## src/rtl/adc_avg_pkg.sv

```systemverilog
// Shared types and sizing helpers for the ADC moving-average filter.
// Holds the controller state encoding and the running-sum width rule.
package adc_avg_pkg;

    localparam int DEFAULT_DATA_WIDTH = 12;

    typedef enum logic [1:0] {
        CLEAR  = 2'd0,
        IDLE   = 2'd1,
        READ   = 2'd2,
        UPDATE = 2'd3
    } avg_state_t;

    // Sum of 2^log2_depth samples of data_width bits never exceeds this width.
    function automatic int sum_width(input int data_width, input int log2_depth);
        return data_width + log2_depth;
    endfunction

endpackage

```

## src/rtl/adc_moving_average_if.sv

```systemverilog
// Sample-in / average-out bundle of the moving-average filter.
// Master drives samples; slave (the filter) returns ready, averages and fill status.
interface adc_moving_average_if
    import adc_avg_pkg::*;
#(
    parameter int DATA_WIDTH = DEFAULT_DATA_WIDTH
);
    logic                  sample_valid;
    logic [DATA_WIDTH-1:0] sample;
    logic                  sample_ready;
    logic                  avg_valid;
    logic [DATA_WIDTH-1:0] avg;
    logic                  filled;

    modport master (
        output sample_valid, sample,
        input  sample_ready, avg_valid, avg, filled
    );

    modport slave (
        input  sample_valid, sample,
        output sample_ready, avg_valid, avg, filled
    );
endinterface

```

## src/rtl/avg_sample_ram.sv

```systemverilog
// Simple dual-port sample window store: one write port, one registered read port.
// Read data appears one cycle after the address; no reset so it maps onto block RAM.
module avg_sample_ram #(
    parameter int DATA_WIDTH = 12,
    parameter int ADDR_WIDTH = 8
) (
    input  logic                  clk,
    input  logic                  i_we,
    input  logic [ADDR_WIDTH-1:0] i_waddr,
    input  logic [DATA_WIDTH-1:0] i_wdata,
    input  logic [ADDR_WIDTH-1:0] i_raddr,
    output logic [DATA_WIDTH-1:0] o_rdata
);
    localparam int DEPTH = 1 << ADDR_WIDTH;

    logic [DATA_WIDTH-1:0] r_mem [DEPTH];
    logic [DATA_WIDTH-1:0] r_rdata;

    always_ff @(posedge clk) begin
        if (i_we) begin
            r_mem[i_waddr] <= i_wdata;
        end
        r_rdata <= r_mem[i_raddr];
    end

    assign o_rdata = r_rdata;
endmodule

```

## src/rtl/adc_moving_average.sv

```systemverilog
// Boxcar average over the last 2^LOG2_DEPTH samples; avg lands 3 cycles after acceptance, ready only in IDLE.
// ADC_AVG_WARMUP_EN: hold back avg_valid until the window has been filled once.
module adc_moving_average
    import adc_avg_pkg::*;
#(
    parameter int DATA_WIDTH = DEFAULT_DATA_WIDTH,
    parameter int LOG2_DEPTH = 8
) (
    input  logic                 clk,
    input  logic                 reset,
    adc_moving_average_if.slave  bus
);
    localparam int                  SUM_W    = sum_width(DATA_WIDTH, LOG2_DEPTH);
    localparam int                  DEPTH    = 1 << LOG2_DEPTH;
    localparam logic [LOG2_DEPTH:0] FULL_CNT = (LOG2_DEPTH+1)'(DEPTH);

    avg_state_t              r_state;
    avg_state_t              w_state_nxt;
    logic [LOG2_DEPTH-1:0]   r_wr_ptr;
    logic [LOG2_DEPTH-1:0]   r_clr_ptr;
    logic [LOG2_DEPTH:0]     r_fill_cnt;
    logic [LOG2_DEPTH:0]     w_fill_nxt;
    logic [SUM_W-1:0]        r_sum;
    logic [SUM_W-1:0]        w_sum_nxt;
    logic [DATA_WIDTH-1:0]   r_sample;
    logic [DATA_WIDTH-1:0]   r_avg;
    logic                    r_avg_valid;
    logic [DATA_WIDTH-1:0]   w_oldest;
    logic                    w_accept;
    logic                    w_pulse;
    logic                    w_ram_we;
    logic [LOG2_DEPTH-1:0]   w_ram_waddr;
    logic [DATA_WIDTH-1:0]   w_ram_wdata;

    assign w_accept   = bus.sample_valid && (r_state == IDLE);
    assign w_sum_nxt  = r_sum + SUM_W'(r_sample) - SUM_W'(w_oldest);
    assign w_fill_nxt = (r_fill_cnt == FULL_CNT) ? r_fill_cnt : r_fill_cnt + 1'b1;

`ifdef ADC_AVG_WARMUP_EN
    assign w_pulse = (w_fill_nxt == FULL_CNT);
`else
    assign w_pulse = 1'b1;
`endif

    always_comb begin
        w_state_nxt = r_state;
        w_ram_we    = 1'b0;
        w_ram_waddr = r_wr_ptr;
        w_ram_wdata = r_sample;
        case (r_state)
            CLEAR: begin
                w_ram_we    = 1'b1;
                w_ram_waddr = r_clr_ptr;
                w_ram_wdata = '0;
                if (r_clr_ptr == '1) begin
                    w_state_nxt = IDLE;
                end
            end
            IDLE: begin
                if (w_accept) begin
                    w_state_nxt = READ;
                end
            end
            READ: begin
                w_state_nxt = UPDATE;
            end
            UPDATE: begin
                w_ram_we    = 1'b1;
                w_state_nxt = IDLE;
            end
            default: w_state_nxt = CLEAR;
        endcase
    end

    always_ff @(posedge clk) begin
        if (reset) begin
            r_state     <= CLEAR;
            r_clr_ptr   <= '0;
            r_wr_ptr    <= '0;
            r_fill_cnt  <= '0;
            r_sum       <= '0;
            r_sample    <= '0;
            r_avg       <= '0;
            r_avg_valid <= 1'b0;
        end else begin
            r_state     <= w_state_nxt;
            r_avg_valid <= 1'b0;
            case (r_state)
                CLEAR: begin
                    r_clr_ptr  <= r_clr_ptr + 1'b1;
                    r_wr_ptr   <= '0;
                    r_fill_cnt <= '0;
                    r_sum      <= '0;
                    r_avg      <= '0;
                end
                IDLE: begin
                    if (w_accept) begin
                        r_sample <= bus.sample;
                    end
                end
                UPDATE: begin
                    // Pointer wraps naturally at the power-of-two window size.
                    r_sum       <= w_sum_nxt;
                    r_wr_ptr    <= r_wr_ptr + 1'b1;
                    r_fill_cnt  <= w_fill_nxt;
                    r_avg       <= w_sum_nxt[SUM_W-1:LOG2_DEPTH];
                    r_avg_valid <= w_pulse;
                end
                default: ;
            endcase
        end
    end

    avg_sample_ram #(
        .DATA_WIDTH (DATA_WIDTH),
        .ADDR_WIDTH (LOG2_DEPTH)
    ) u_ram (
        .clk     (clk),
        .i_we    (w_ram_we),
        .i_waddr (w_ram_waddr),
        .i_wdata (w_ram_wdata),
        .i_raddr (r_wr_ptr),
        .o_rdata (w_oldest)
    );

    assign bus.sample_ready = (r_state == IDLE);
    assign bus.avg_valid    = r_avg_valid;
    assign bus.avg          = r_avg;
    assign bus.filled       = (r_fill_cnt == FULL_CNT);
endmodule

```

## src/flat_wrapper.sv

```systemverilog
// flat-port wrapper written by rule: the top's interface ports become plain ports
module adc_moving_average_flat import adc_avg_pkg::*;
#(
    parameter int DATA_WIDTH = DEFAULT_DATA_WIDTH,
    parameter int LOG2_DEPTH = 8
)
  (clk, reset, bus_sample_valid, bus_sample, bus_sample_ready, bus_avg_valid, bus_avg, bus_filled);
  adc_moving_average_if #(.DATA_WIDTH(DATA_WIDTH)) bus_i ();
  input  logic clk;
  input  logic reset;
  input wire logic [$bits(bus_i.sample_valid)-1:0] bus_sample_valid;
  input wire logic [$bits(bus_i.sample)-1:0] bus_sample;
  output wire logic [$bits(bus_i.sample_ready)-1:0] bus_sample_ready;
  output wire logic [$bits(bus_i.avg_valid)-1:0] bus_avg_valid;
  output wire logic [$bits(bus_i.avg)-1:0] bus_avg;
  output wire logic [$bits(bus_i.filled)-1:0] bus_filled;
  assign bus_i.sample_valid = bus_sample_valid;
  assign bus_i.sample = bus_sample;
  assign bus_sample_ready = bus_i.sample_ready;
  assign bus_avg_valid = bus_i.avg_valid;
  assign bus_avg = bus_i.avg;
  assign bus_filled = bus_i.filled;
  adc_moving_average #(.DATA_WIDTH(DATA_WIDTH), .LOG2_DEPTH(LOG2_DEPTH)) u_core (.clk(clk), .reset(reset), .bus(bus_i));
endmodule
```

## config.mk

```make
export PLATFORM = sky130hd
export DESIGN_NAME = adc_moving_average_flat
export DESIGN_NICKNAME = d
export VERILOG_FILES = /design/src/rtl/adc_avg_pkg.sv /design/src/rtl/adc_moving_average_if.sv /design/src/rtl/avg_sample_ram.sv /design/src/rtl/adc_moving_average.sv /design/src/flat_wrapper.sv
export SDC_FILE = /design/constraint.sdc
export NUM_CORES = 2
export LEC_CHECK = 0
export CORE_ASPECT_RATIO = 0.9
export CORE_MARGIN = 10
export CORE_UTILIZATION = 38
export CTS_CLUSTER_DIAMETER = 150
export DETAILED_ROUTE_END_ITERATION = 8
export PLACE_DENSITY_LB_ADDON = 0.12
export SLEW_MARGIN = 10
export SYNTH_ARGS = -nofsm -noshare
export SYNTH_HDL_FRONTEND = slang
export SYNTH_SLANG_ARGS = --single-unit
```

## constraint.sdc

```tcl
create_clock -name clk -period 10.52 [get_ports clk]
set_input_delay 1.578 -clock clk [delete_from_list [all_inputs] [get_ports clk]]
set_output_delay 1.578 -clock clk [all_outputs]
set_load 0.03 [all_outputs]
```

Word-level counts from Yosys, hierarchy flattened
Memories as Yosys holds them, arrays and structs flattened. A register that Yosys moved wholly into a read port is not among the register bits.
Index checks and enable logic that the tools add are counted.
- register bits after elaboration: 72
- word-level logic and storage cells: 43
- output and inout port bits: 15
- memories: 1
- memory bits (writable): 3072
- memory list (name ; depth ; width ; read ports ; clocked after Yosys merged registers in ; write ports ; line ; text):
    u_core.u_ram.r_mem ; 256 ; 12 ; 1 ; 1 ; 1 ; avg_sample_ram.sv:16 ; logic [DATA_WIDTH-1:0] r_mem [DEPTH];
- reductions and logical operators: 7
- add/subtract/negate cells: 5
- equal/unequal tests: 8
- mux-type cells: 14
- operator list (operator ; number):
    20-bit one-hot mux with 2 select lines ; 1
    12-bit one-hot mux with 2 select lines ; 1
    20-bit by 12-bit adder with 20-bit output ; 1
    20-bit by 12-bit subtractor with 20-bit output ; 1
    9-bit one-hot mux with 2 select lines ; 1
    8-bit by 1-bit adder with 8-bit output (second input constant) ; 2
    8-bit one-hot mux with 2 select lines ; 1
    12-bit 2-to-1 mux ; 1
    9-bit by 1-bit adder with 9-bit output (second input constant) ; 1
    9-bit equality test (second input constant) ; 1
    9-bit 2-to-1 mux ; 1
    8-bit equality test (second input constant) ; 1
    8-bit 2-to-1 mux ; 1
    2-bit one-hot mux with 4 select lines ; 1
    2-bit AND reduction ; 3
    2-bit equality test (second input constant) ; 2
    1-bit 2-to-1 mux ; 4
    2-bit 2-to-1 mux ; 2
    2-bit by 1-bit != test with 1-bit output (second input constant) ; 2
    2-bit by 1-bit equality test with 1-bit output (second input constant) ; 1
    2-bit logical NOT ; 1
    2-bit != test (second input constant) ; 1
    2-bit nonzero test ; 1
    2-bit OR reduction ; 1
    1-bit logical AND ; 1

Logic depth before layout (Yosys ltp)
- depth after elaboration: 5
- mapped depth: 14
- gate-level depth less buffers: 13

Hierarchy
From an unflattened synthesis, not the netlist that was laid out.
- cells, all modules: 5989
- area total of the unflattened synthesis: 122472.5 um^2
- by module, submodules not included (module ; cells an instance ; instances ; area an instance (um^2) ; sequential area each (um^2)):
    avg_sample_ram ; 5506 ; 1 ; 118632.5 ; 92488.7
    adc_moving_average ; 483 ; 1 ; 3839.9 ; 1201.2

Worst setup path after synthesis
No wires, ideal clock.
- path type: reg2reg
- from: register u_core.r_state[0]
- to: memory u_core.u_ram.r_mem[0][0], data pin
- stages on the path, launching flop included: 7
- period minus slack after synthesis: 8.897 ns
- library setup time: 1.457 ns
- path buffers: 3
- arrival time: 7.440 ns
- setup slack: 1.623 ns
- path through: dfxtp_1 -> inv_1 -> ha_1 -> clkbuf_1 -> buf_1 -> clkbuf_1 -> nor2b_1
- cells in the longest elaborated chain, start to end: 2
- RTL lines (item ; line ; text):
    from (decl) ; adc_moving_average.sv:17 ; avg_state_t r_state;
    from (signal assigned) ; adc_moving_average.sv:86 ; r_state <= w_state_nxt;
    2-bit logical NOT ; adc_moving_average.sv:50 ; case (r_state)
    12-bit 2-to-1 mux ; adc_moving_average.sv:50 ;
    net u_core.u_ram.i_wdata[0] ; avg_sample_ram.sv:10 ; input logic [DATA_WIDTH-1:0] i_wdata,
    to (decl) ; avg_sample_ram.sv:16 ;
The timed path passes the listed nets, and every way through them passes these cells.

==> results_dict.tcl <==
set metrics [dict create \
    status "complete, no violations" \
    wl_met1_um 165000 \
    synthCells 5881 \
    start_util_pct 38.1 \
    synth_seq_area_share_pct 76.2 \
    vdd_drop_max_mv 0.123 \
    wl_met2_um 170000 \
    layout_commonest_cell "edfxtp_1" \
    grt_pass1_wl_um 514000 \
    worstSetupEndpointType "flop" \
    synth.distinct_cells 81 \
    r2r_cells 9 \
    clock-sinks 3144 \
    met3_wirelength_um 27400 \
    drt_wl_total_um 372000 \
    cts_tree "yes" \
    cts_setup_buffers 0 \
    async_flop_share_pct 0 \
    fp-row-count 198 \
    numPortBuffers 29 \
    syn_nets 5936 \
    boundaryPins 30 \
    overflow 0 \
    viasPerCell 5.75 \
    crit_type "reg2reg" \
    mostFrequentLayoutCells "3072 x edfxtp_1, 721 x mux4_2, 348 x clkbuf_16" \
    post_drt_wl_per_cell_um 34.5 \
    synth_area_per_cell_um2 20.9 \
    route.detailed.drc 0 \
    synth_seq_cells 3144 \
    grt_max_degree 184 \
    hold_path_class "reg2reg" \
    arrival_ns 6.29 \
    via_count 62000 \
    holdBufCountCts 0 \
    critical_path_required_ns 11.30 \
    relSlewSlack_pct 5.49 \
    path_max_fanout 55 \
    track_usage_pct 20.9 \
    drv_slew 0 \
    cts_resized 0 \
    worstPathCellList "buf_4, buf_4, buf_4, mux4_2, mux4_2, a22oi_1, o21ai_0, o21ai_1, o21ai_1" \
    power_density_nw_per_um2 181 \
    synthesis.area_um2 123000 \
    die_w_um 620 \
    drive_above_1_share_pct 25.3 \
    tightest_slew_ns 1.40 \
    cpPeakStageDelay_ns 0.84 \
    ys.flop_type "edfxtp_1" \
    drtPass1Iterations 5 \
    numCtsBuffers 337 \
    power.leakage_nw 34.9 \
    hold_violations 0 \
    drtAntennaViolNets 0 \
    gp_congestion 0.837 \
    design.core.area_um2 323000 \
    rsz0062_at_grt "no" \
    post-route-min-period_ns 5.51 \
    slowest_stage "buf_4" \
    antenna_found_initial 24 \
    startpoint_type "flop" \
    yosys_warnings 0 \
    die_area_um2 347000 \
    fin_worst_skew_ns 0.0291 \
    fin_nets 6253 \
    synth_edf_count 3072 \
    top_layer_used "met5" \
    die_y_um 560 \
    hold_depth 2 \
    htreeDepth 5 \
    area_growth_pct 13.9 \
    clk_path_buf_depth 4 \
    first_iter_violations 7300 \
    clk_pin_slew_ns 0.06 \
    setup_violations 0 \
    hpwl_um 222000 \
    finalCritPeriodShare_pct 52.4 \
    clock_latency_ns 0.93 \
    drv_cap 0 \
    clk_root_buffer_cell "clkbuf_16" \
    crit_top_cell "buf_4" \
    first_global_vias 61200 \
    postLayoutCoreUtil_pct 43.4 \
    setup_tns_ns 0 \
    max_freq_mhz 181 \
]
[metal layers]
metal  global-route usage [%]  vias up
met5                        0        -
met2                     32.0     2507
met4                     5.15        8
met3                     3.76      482
met1                     31.2    33900
li1                         -    25100
[synthesized netlist by cell type, types with 20 or more instances]
cell | n | area share [%]
buf_6 | 40 | 0.37
mux4_2 | 721 | 13
o21ai_0 | 112 | 0.46
a21oi_1 | 128 | 0.52
buf_4 | 57 | 0.35
ha_1 | 28 | 0.28
nor3_1 | 21 | 0.085
inv_1 | 69 | 0.21
nand2_1 | 153 | 0.47
a22oi_1 | 47 | 0.29
nor2_1 | 359 | 1.1
edfxtp_1 | 3072 | 75
mux2i_1 | 266 | 2.2
a221oi_1 | 49 | 0.35
o22ai_1 | 35 | 0.18
clkbuf_1 | 121 | 0.37
dfxtp_1 | 72 | 1.2
nor2b_1 | 20 | 0.10
o221ai_1 | 62 | 0.44
nand3_1 | 26 | 0.11
buf_2 | 101 | 0.41
[through the flow]
| stage | instances | hold WS [ns] | area [um^2] | total power [mW] | setup slack [ns] |
|---|---|---|---|---|---|
| floorplan | 5881 | 0.425 | 123000 | 13.9 | 1.62 |
| global placement | 10200 | 0.441 | 129000 | 14.0 | 4.72 |
| detailed placement | 10200 | 0.451 | 129000 | 14.0 | 5.18 |
| CTS | 10800 | 0.463 | 140000 | 25.6 | 5.17 |
| global route | 10800 | 0.485 | 140000 | 26.2 | 4.89 |
| finish | 10800 | 0.459 | 140000 | 25.4 | 5.01 |
[worst paths after layout]
path | from | end | slack (ns)
max | u_core.r_wr_ptr[1] | u_core.u_ram.o_rdata[4] | 5.01
min | u_core.r_sum[4] | u_core.r_sum[4] | 0.46
min reg2reg | u_core.r_sum[4] | u_core.r_sum[4] | 0.46
max reg2reg | u_core.r_wr_ptr[1] | u_core.u_ram.o_rdata[4] | 5.01
[power breakdown]
part,internal (mW),switching [mW]
clock,6.76,4.90
combinational,0.0497,0.114
sequential,13.6,0.0255
total,20.4,5.04
[flip-flops by register name, summed over array words and instances (netlist names)]
| register | count |
|---|---|
| u_core.r_clr_ptr | 8 |
| u_core.u_ram.r_mem | 3072 |
| u_core.bus.avg | 11 |
| u_core.r_sum | 9 |
| u_core.bus.avg_valid | 1 |
| u_core.u_ram.o_rdata | 12 |
| u_core.r_fill_cnt | 9 |
| u_core.r_wr_ptr | 8 |
| u_core.r_state | 2 |
| u_core.r_sample | 12 |
[layout make-up]
type / instances / area, um^2
multi-input combinational: 2316 / 27300
tap: 4300 / 5380
timing repair buffer: 327 / 2720
inverter: 72 / 284
clock buffer: 437 / 9100
clock inverter: 169 / 1570
antenna: 10 / 25.0
sequential: 3144 / 93700
fill: 27700 / 183000
[kinds of logic (layout without fill, tap and decap cells)]
group	Yosys count	in the layout	share of synthesized area, %
XOR/XNOR	24	24	0.171
multiplexers	1011	1011	15.7
flip-flops	3144	3144	76.2
buffers and inverters	421	1005	2.00
adder cells (fa/ha/maj)	40	40	0.480
AO/OA/AOI/OAI	587	587	3.26
other	0	10	0
AND/OR/NAND/NOR	654	654	2.26
[critical path: cells and delay by family, from the launching register on]
family / cells / cell delay (ns)
DFF: 1 / 0.74
AOI/OAI and AO/OA: 4 / 1.34
buffers and inverters: 3 / 2.11
muxes: 2 / 0.95
No activity file was read; power rests on OpenSTA's default activity.
